===== src/rtl/bz_deserializer_pkg.sv =====
// -----------------------------------------------------------------------------
// bz_deserializer_pkg
// Shared constants and types for the flit deserializer.
//   FLIT_W   : width of one flit from the FIFO (tail bit + 10 data bits)
//   TAIL_BIT : index of the tail flag inside a flit
//   WORD_W   : width of the reassembled output word {route, code, payload}
//   ERR_W    : width of the saturating malformed-flit counter
//   state_e  : assembly FSM states (header, data flits 1..3)
// -----------------------------------------------------------------------------
package bz_deserializer_pkg;

    localparam int FLIT_W   = 11;
    localparam int TAIL_BIT = 10;
    localparam int WORD_W   = 35;
    localparam int ERR_W    = 8;

    typedef enum logic [1:0] {
        HDR = 2'd0,
        D1  = 2'd1,
        D2  = 2'd2,
        D3  = 2'd3
    } state_e;

endpackage


===== src/rtl/bz_deserializer.sv =====
// -----------------------------------------------------------------------------
// bz_deserializer
// Reassembles 4-flit packets (header, code, payload-high, payload-low) read from
// a show-ahead FIFO into 35-bit words presented on a valid/accept channel.
// A tail=0 flit in D3 keeps the stored route and jumps straight to D1, so
// back-to-back packets may omit their header flit.
//
// Ports
//   clk               : clock
//   reset             : asynchronous active-low reset
//   data_in[10:0]     : FIFO head flit, bit 10 = tail, bits 9:0 = data
//   empty             : FIFO empty
//   rdreq             : FIFO pop (combinational)
//   PC_out_channel_d  : output word {route[7:0], code[6:0], payload[19:0]}
//   PC_out_channel_v  : output word valid
//   PC_out_channel_a  : output word accept from the consumer
//   err_count[7:0]    : saturating count of malformed (early-tail) flits
// -----------------------------------------------------------------------------
module bz_deserializer
    import bz_deserializer_pkg::*;
#(
    parameter int NPCroute = 8,
    parameter int NPCcode  = 7,
    parameter int NPCdata  = 20
) (
    input  logic              clk,
    input  logic              reset,
    input  logic [FLIT_W-1:0] data_in,
    input  logic              empty,
    output logic              rdreq,
    output logic [WORD_W-1:0] PC_out_channel_d,
    output logic              PC_out_channel_v,
    input  logic              PC_out_channel_a,
    output logic [ERR_W-1:0]  err_count
);

    localparam int HALF_W = NPCdata / 2;

    state_e              state_q,   state_d;
    logic [NPCroute-1:0] route_q,   route_d;
    logic [NPCcode-1:0]  code_q,    code_d;
    logic [NPCdata-1:0]  payload_q, payload_d;
    logic [WORD_W-1:0]   out_q,     out_d;
    logic                out_v_q,   out_v_d;
    logic [ERR_W-1:0]    err_q,     err_d;

    logic                tail;

    function automatic logic [ERR_W-1:0] sat_inc(input logic [ERR_W-1:0] x);
        return (x == {ERR_W{1'b1}}) ? x : x + 1'b1;
    endfunction

    assign tail = data_in[TAIL_BIT];

    // The only stall point is D3 with the holding register still occupied and
    // not being drained this cycle; earlier flits keep flowing underneath it.
    assign rdreq = reset & ~empty &
                   ~((state_q == D3) & out_v_q & ~PC_out_channel_a);

    always_comb begin
        state_d   = state_q;
        route_d   = route_q;
        code_d    = code_q;
        payload_d = payload_q;
        out_d     = out_q;
        out_v_d   = out_v_q;
        err_d     = err_q;

        // Drain first; a D3 pop below may refill in the same cycle.
        if (out_v_q && PC_out_channel_a) begin
            out_v_d = 1'b0;
        end

        if (rdreq) begin
            unique case (state_q)
                HDR: begin
                    if (tail) begin
                        err_d = sat_inc(err_q);
                    end else begin
                        route_d = data_in[NPCroute-1:0];
                        state_d = D1;
                    end
                end
                D1: begin
                    if (tail) begin
                        err_d   = sat_inc(err_q);
                        state_d = HDR;
                    end else begin
                        code_d  = data_in[NPCcode-1:0];
                        state_d = D2;
                    end
                end
                D2: begin
                    if (tail) begin
                        err_d   = sat_inc(err_q);
                        state_d = HDR;
                    end else begin
                        payload_d[NPCdata-1:HALF_W] = data_in[HALF_W-1:0];
                        state_d = D3;
                    end
                end
                D3: begin
                    payload_d[HALF_W-1:0] = data_in[HALF_W-1:0];
                    out_d   = {route_q, code_q, payload_q[NPCdata-1:HALF_W],
                               data_in[HALF_W-1:0]};
                    out_v_d = 1'b1;
                    state_d = tail ? HDR : D1;
                end
                default: state_d = HDR;
            endcase
        end
    end

    always_ff @(posedge clk or negedge reset) begin
        if (!reset) begin
            state_q   <= HDR;
            route_q   <= '0;
            code_q    <= '0;
            payload_q <= '0;
            out_q     <= '0;
            out_v_q   <= 1'b0;
            err_q     <= '0;
        end else begin
            state_q   <= state_d;
            route_q   <= route_d;
            code_q    <= code_d;
            payload_q <= payload_d;
            out_q     <= out_d;
            out_v_q   <= out_v_d;
            err_q     <= err_d;
        end
    end

    assign PC_out_channel_d = out_q;
    assign PC_out_channel_v = out_v_q;
    assign err_count        = err_q;

endmodule


===== config.mk =====
export PLATFORM = sky130hd
export DESIGN_NAME = bz_deserializer
export DESIGN_NICKNAME = d
export VERILOG_FILES = /design/src/rtl/bz_deserializer_pkg.sv /design/src/rtl/bz_deserializer.sv
export SDC_FILE = /design/constraint.sdc
export NUM_CORES = 1
export LEC_CHECK = 0
export CAP_MARGIN = 20
export CORE_ASPECT_RATIO = 0.8
export CORE_MARGIN = 1.5
export CORE_UTILIZATION = 54
export CTS_CLUSTER_SIZE = 30
export DETAILED_ROUTE_END_ITERATION = 10
export GPL_TIMING_DRIVEN = 1
export PLACE_DENSITY = 0.95
export SLEW_MARGIN = 40
export SYNTH_ARGS = -nofsm -noshare
export SYNTH_HDL_FRONTEND = slang
export SYNTH_SLANG_ARGS = --single-unit
export TNS_END_PERCENT = 20

===== constraint.sdc =====
create_clock -name clk -period 3.25 [get_ports clk]
set_input_delay 0.325 -clock clk [delete_from_list [all_inputs] [get_ports clk]]
set_output_delay 0.325 -clock clk [all_outputs]
set_load 0.05 [all_outputs]

* After elaboration in Yosys (flattened, before gate mapping) *
Cells that the tools add are included.

storage, ports and cells
  input bits = 15
  output and inout port bits = 45
  word-level logic and storage cells = 39
  bits in registers = 71

operators by class
  bitwise operators = 9
  reduce and logical (&&, ||, !) cells = 9
  add/sub/neg operators = 1
  muxes and demuxes = 8
  equality and inequality tests = 5

operator list
  cell                                            number
  AND reduction 3 bit                             3
  adder 8 x 1 -> 8 bit (second input constant)    1
  == test 8 bit (second input constant)           1
  case mux 2 bit (4 select lines)                 1
  2-to-1 mux 2 bit                                3
  inverter 1 bit                                  5
  AND 1 bit                                       4
  == test 2 bit (second input constant)           2
  2-to-1 mux 1 bit                                4
  AND reduction 2 bit                             2
  AND reduction 4 bit                             1
  OR reduction 3 bit                              1
  == test 2 x 1 -> 1 bit (second input constant)  1
  logical NOT 2 bit                               1
  != test 2 bit (second input constant)           1
  logical AND 1 bit                               1

* Depth between registers and ports, before layout *
Gate-level depths: netlist of the first run.

  word-level depth = 6
  gate-level depth with buffers = 6
  gate-level depth less buffers = 5

* Worst setup path before layout of the first run *
Ideal clock, no wire load.

  path kind = reg-to-output
  from = register out_v_q (netlist: PC_out_channel_v)
  to = output rdreq
  path slack = 1.270 ns
  stages on the path, launching flop included = 3
  arrival = 1.655 ns
  buffers on the path = 0
  data required time = 2.925 ns
  cell sequence = dfrtp_1 > nor2b_1 > a31oi_1

on the way
  word-level cells in the longest chain between the ends = 4

RTL lines
  element                  RTL line                RTL
  from (decl)              bz_deserializer.sv:44   logic out_v_q, out_v_d;
  from (signal assigned)   bz_deserializer.sv:129  out_v_q <= out_v_d;
  AND 1 bit (2 in series)  bz_deserializer.sv:58   ~((state_q == D3) & out_v_q & ~PC_out_channel_a);
  inverter 1 bit           bz_deserializer.sv:58
  AND 1 bit                bz_deserializer.sv:57   assign rdreq = reset & ~empty &
  to (decl)                bz_deserializer.sv:30   output logic rdreq,

No other way between the ends.

* Worst setup path after layout of the first run *
  from = input empty
  to = output rdreq

on the way
  word-level cells in the longest chain between the ends = 3

RTL lines
  element                  RTL line               RTL
  from (decl)              bz_deserializer.sv:29  input logic empty,
  inverter 1 bit           bz_deserializer.sv:57
  AND 1 bit (2 in series)  bz_deserializer.sv:57

No other way between the ends.

==> key figures, run 1 <==
Outcome
  • Status: finished clean

Yosys
  • Post-Synthesis Cells: 189
  • Syn nets: 205
  • Syn Std Cell Area: 2850 um2
  • Mapped Avg Cell Area: 15.1 um2
  • Yosys warns: 0
  • Synth top cells by count: dfrtp_1 (71), mux2_2 (59), nand2_1 (7)
  • Netlist cell types: 27
  • Synth Register Bits: 71
  • Dominant cell type by area after synthesis: dfrtp_1
  • Most common cell in the netlist: dfrtp_1
  • Async S/R FF share, synth: 100%
  • Top post-synthesis cells by area: dfrtp_1 (62%), mux2_2 (23%), mux2_1 (2.4%)
  • Ys flop type: dfrtp_1
  • Number of enable flip-flop cells after synthesis: 0
  • Top cell type's share of synthesized area: 62.3%
  • Register area share after synthesis: 62.3%

Final layout
  • Area grow syn2layout: 29.8%
  • Final Instance Count excl. Fillers: 321
  • N_diodes: 0
  • Nets@finish: 270
  • Fraction of layout cells with a size suffix above 1: 31.3%

Route
  • WL final: 5440 um
  • TritonRoute pass-1 iters: 4
  • DRC: 0
  • Via count: 1777
  • Drt first-iter violations: 65
  • Routed vias/inst: 5.54
  • Mean routed wirelength per cell: 16.9 um
  • Final ANT Viol Nets: 0

Timing
  • Rel. slew slack: 52.4%
  • Clk_skew: 0.00875 ns
  • Slew Viols, Final: 0
  • Final Hold Fails: 0
  • Setup TNS: 0 ns
  • Fmax: 422 MHz
  • Pin slew with the least headroom to its limit: 0.709 ns
  • Final worst path period need: 2.37 ns
  • Final setup viols: 0
  • Unrepaired setup endpoints after global routing: false
  • Final Cycle Share: 72.9%
  • Final setup margin: 0.882 ns

Setup path
  • Element type at the critical path start: input pin
  • Required @ worst endpoint: 2.92 ns
  • Crit path arrival time: 2.04 ns
  • CP cell instances: clkdlybuf4s50_1 -> nand2b_1 -> a31oi_1 -> clkdlybuf4s50_1
  • Slowest cell delay on critical path: 0.82 ns
  • Crit path top cell by count: clkdlybuf4s50_1
  • CP Buf/Inv Count: 2
  • Kind of critical path: input pin to output pin
  • CP top delay family: buffers and inverters
  • Max FO, Critical Path: 5
  • Crit end category: output pin
  • Slowest cell on crit path: clkdlybuf4s50_1

Die
  • Initial Utilization: 56.7%
  • Rows: 23
  • Die ar.: 5730 um2
  • Core Region: 5040 um2
  • # IOs: 60
  • Vert. Die Dim: 68.0 um
  • DIE WIDTH: 84.3 um

Job
  • Max cap viols: 0

Pwr
  • Leakage power: 1.64 nW
  • Maximum VDD drop: 0.663 mV
  • Pwr/cell area: 1040 nW/um2

Clock tree
  • Cells resized by post-CTS repair: 0
  • Clock slew at reported path FFs: 0.08 ns
  • Setup Buffers After CTS: 0
  • H-tree depth: 3
  • TritonCTS clock tree: built
  • # clock sinks: 71
  • Worst-Skew Late Latency: 0.34 ns
  • Clock root buffer: clkbuf_8
  • Clock tree buffer depth: 2
  • CTS Buf Count: 9
  • Hold buffers post-CTS: 0

Placed design
  • DP HPWL: 3570 um
  • Routability Congestion: 0.727
  • Port Buffers: 59
  • Pre-CTS WS: 0.883 ns
  • Placed Cells incl. Taps: 305

Global routing
  • Initial antenna violation count: 0
  • Vias in the first global route: 1867
  • GRT Util Overall: 20.8%
  • Largest net degree at the start of global routing: 72
  • First-pass GRT wire length: 8870 um
  • Total global routing overflow: 0

Worst hold path
  • Worst min-delay path class: input pin to asynchronous set/reset pin
[state kept, by name, indices dropped and copies added (netlist names)]
register	cells
route_q	8
PC_out_channel_v	1
state_q	2
payload_q	10
err_count	8
code_q	7
PC_out_channel_d	35
[path summary, 6_finish.rpt]
path                                           start                    to  slack, ns  cells past startpoint
worst max-delay path                           empty                 rdreq       0.88                      4
worst min-delay path                           reset          err_count[6]       0.08                      2
worst max register to register            state_q[1]  PC_out_channel_d[32]       1.39                      4
worst min register to register  PC_out_channel_d[17]  PC_out_channel_d[17]       0.49                      1
max in group asynchronous                      reset  PC_out_channel_d[15]       2.72                      2
min in group clk                PC_out_channel_d[17]  PC_out_channel_d[17]       0.49                      1
[cells in the final DEF (no fill, tap or decap), types with 2 or more instances in the layout]
cell type and count:
a21oi_1 2, a31oi_1 3, and3_1 2, buf_4 2, bufinv_16 2, clkbuf_8 9, clkdlybuf4s50_1 58, clkinvlp_4 3
dfrtp_1 71, mux2_1 6, mux2_2 59, nand2_1 7, nand3_1 3, nand4_1 2, nor2_1 5, nor2b_1 5
nor3_1 3, o21ai_0 2
[through the flow]
stage	utilization (%)	hold slack, ns	total power [mW]	instance area, um2
after floorplan	-	0.0294	2.53	2850
final	73.6	0.0803	3.86	3700
after detailed placement	69.2	0.476	3.11	3480
after global placement	69.1	0.469	3.05	3480
after CTS	73.6	0.107	3.90	3700
after global routing	73.6	0.135	4.03	3700
[where the power goes]
part	switching [mW]	total [mW]	internal [mW]	leakage, nW
sequential	0.218	1.45	1.24	0.910
combinational	1.00	1.63	0.633	0.624
clock	0.334	0.766	0.433	0.102
[layout make-up]
cell class / count / area [um2]
Sequential cell: 71 / 1780
Fill cell: 331 / 1330
Multi-Input combinational cell: 111 / 1020
Timing Repair Buffer: 61 / 607
Clock buffer: 9 / 124
Clock inverter: 7 / 96.3
Tap cell: 62 / 77.6
[layer usage]
metal,global-route usage (%),wire length [um],vias up
met3,8.32,314,6
met4,8.20,65,0
met5,0,0,-
met2,34.5,2750,56
li1,-,-,810
met1,24.9,2300,905
[kinds of logic after synthesis]
kind of cell,count (synthesis),share of synthesized area [%]
multiplexers,65,25.6
buffers and inverters,7,1.89
adder cells (fa/ha/maj),1,0.438
XOR/XNOR,1,0.307
flip-flops,71,62.3
AO/OA/AOI/OAI,12,2.85
AND/OR/NAND/NOR,32,6.62
Note: power is estimated with default switching activity, not from simulation.
==> inputs of run 2 (changes only) <==
--- a/config.mk
+++ b/config.mk
@@ -8,11 +8,11 @@
 export CAP_MARGIN = 20
 export CORE_ASPECT_RATIO = 0.8
 export CORE_MARGIN = 1.5
-export CORE_UTILIZATION = 54
+export CORE_UTILIZATION = 45
 export CTS_CLUSTER_SIZE = 30
 export DETAILED_ROUTE_END_ITERATION = 10
 export GPL_TIMING_DRIVEN = 1
-export PLACE_DENSITY = 0.95
+export PLACE_DENSITY = 0.86
 export SLEW_MARGIN = 40
 export SYNTH_ARGS = -nofsm -noshare
 export SYNTH_HDL_FRONTEND = slang
==> constraint.sdc (replaced) <==
create_clock -name clk -period 2 [get_ports clk]
set_input_delay 0.2 -clock clk [delete_from_list [all_inputs] [get_ports clk]]
set_output_delay 0.2 -clock clk [all_outputs]
set_load 0.05 [all_outputs]
==> key figures, run 2 (synthesis results as in run 1) <==
Setup path
  • Element type at the critical path start: register
  • Crit path arrival time: 1.64 ns
  • Crit end category: output pin
  • Slowest cell on crit path: clkdlybuf4s50_1
  • Kind of critical path: register to output pin
  • Slowest cell delay on critical path: 0.84 ns
  • CP top delay family: buffers and inverters
  • CP Buf/Inv Count: 1
  • Required @ worst endpoint: 1.80 ns
  • CP cell instances: clkdlybuf4s50_1
  • Max FO, Critical Path: 7

Timing
  • Rel. slew slack: 64.1%
  • Fmax: 544 MHz
  • Final worst path period need: 1.84 ns
  • Final setup viols: 0
  • WHS: 0.430 ns
  • Setup TNS: 0 ns
  • Pin slew with the least headroom to its limit: 0.539 ns
  • Unrepaired setup endpoints after global routing: false
  • Final Hold Fails: 0
  • Slew Viols, Final: 0
  • Clk_skew: 0.00706 ns
  • Final Cycle Share: 91.9%

Outcome
  • Status: finished clean

Final layout
  • Area grow syn2layout: 32.4%
  • Max reg flops: 35
  • Commonest non-fill, non-tap cell in the layout: dfrtp_1
  • Nets@finish: 276
  • N_diodes: 0
  • Final Util: 62.9%
  • Most frequent cells in the layout: dfrtp_1 (71), mux2_2 (59), clkdlybuf4s50_1 (57)
  • Fraction of layout cells with a size suffix above 1: 32.1%

Die
  • # IOs: 60
  • DIE WIDTH: 92.0 um
  • Core Region: 6010 um2
  • Rows: 25
  • Initial Utilization: 47.5%
  • Die ar.: 6830 um2
  • Vert. Die Dim: 74.2 um

Worst hold path
  • Worst min-delay path class: input pin to asynchronous set/reset pin

Route
  • Mean routed wirelength per cell: 15.3 um
  • Final ANT Viol Nets: 0
  • TritonRoute pass-1 iters: 4
  • DRC: 0
  • Via count: 1788
  • Routed vias/inst: 5.17
  • Drt first-iter violations: 75
  • WL final: 5280 um

Global routing
  • Initial antenna violation count: 0
  • Vias in the first global route: 1806
  • Total global routing overflow: 0
  • GRT Util Overall: 17.3%
  • Largest net degree at the start of global routing: 44
  • First-pass GRT wire length: 8840 um

Clock tree
  • Clock slew at reported path FFs: 0.07 ns
  • # clock sinks: 71
  • Worst-Skew Late Latency: 0.34 ns
  • TritonCTS clock tree: built
  • Clock tree buffer depth: 2
  • Clock root buffer: clkbuf_8
  • CTS Buf Count: 9
  • Hold buffers post-CTS: 1
  • Cells resized by post-CTS repair: 0
  • H-tree depth: 3
  • Setup Buffers After CTS: 0

Pwr
  • Leakage power: 1.67 nW
  • Pwr/cell area: 1620 nW/um2
  • Maximum VDD drop: 0.798 mV

Placed design
  • DP HPWL: 3540 um
  • Routability Congestion: 0.782
  • Port Buffers: 59

Job
  • Max cap viols: 0
[run 2: metal layers]
layer	wire length, um	share of wire, %	global-route usage [%]
met1	2430	46	21.5
met2	2420	46	26.4
met3	372	7.0	8.18
met4	63	1.2	7.18
met5	0	0	0
[run 2: cell type report]
type | count | area, um2
multi-input combinational | 111 | 1020
tap | 81 | 101
clock buffer | 12 | 145
fill | 475 | 2230
clock inverter | 4 | 45.0
timing repair buffer | 67 | 686
sequential | 71 | 1780
[run 2: final timing paths]
check                                     start                   end  slack, ns  depth (start not counted)
max                                err_count[5]          err_count[5]       0.16                          1
min                                       reset      PC_out_channel_v       0.43                          3
max reg2reg                          state_q[1]          err_count[1]       0.33                          4
min reg2reg                PC_out_channel_d[16]  PC_out_channel_d[16]       0.49                          1
max in group asynchronous                 reset             code_q[4]       1.13                          3
min in group clk           PC_out_channel_d[16]  PC_out_channel_d[16]       0.49                          1
[run 2: worst register-to-register path: stages, from the launching register on]
cell	delay, ns
dfrtp_1	0.48
nand2_1	0.18
and3_1	0.32
o31a_1	0.23
mux2_1	0.33
[run 2: where the power goes]
part	internal, mW	switching (mW)
clock	0.605	0.509
combinational	1.04	1.61
sequential	2.01	0.344
total	3.66	2.47
[run 2: through the flow]
stage	setup WS [ns]	instances	area, um2	power (mW)
final	0.163	346	3780	6.12
after global routing	0.104	346	3780	6.43
after CTS	0.155	346	3780	6.19
after detailed placement	0.0944	329	3580	5.05
after global placement	0.108	329	3580	4.98
after floorplan	0.145	189	2850	4.11
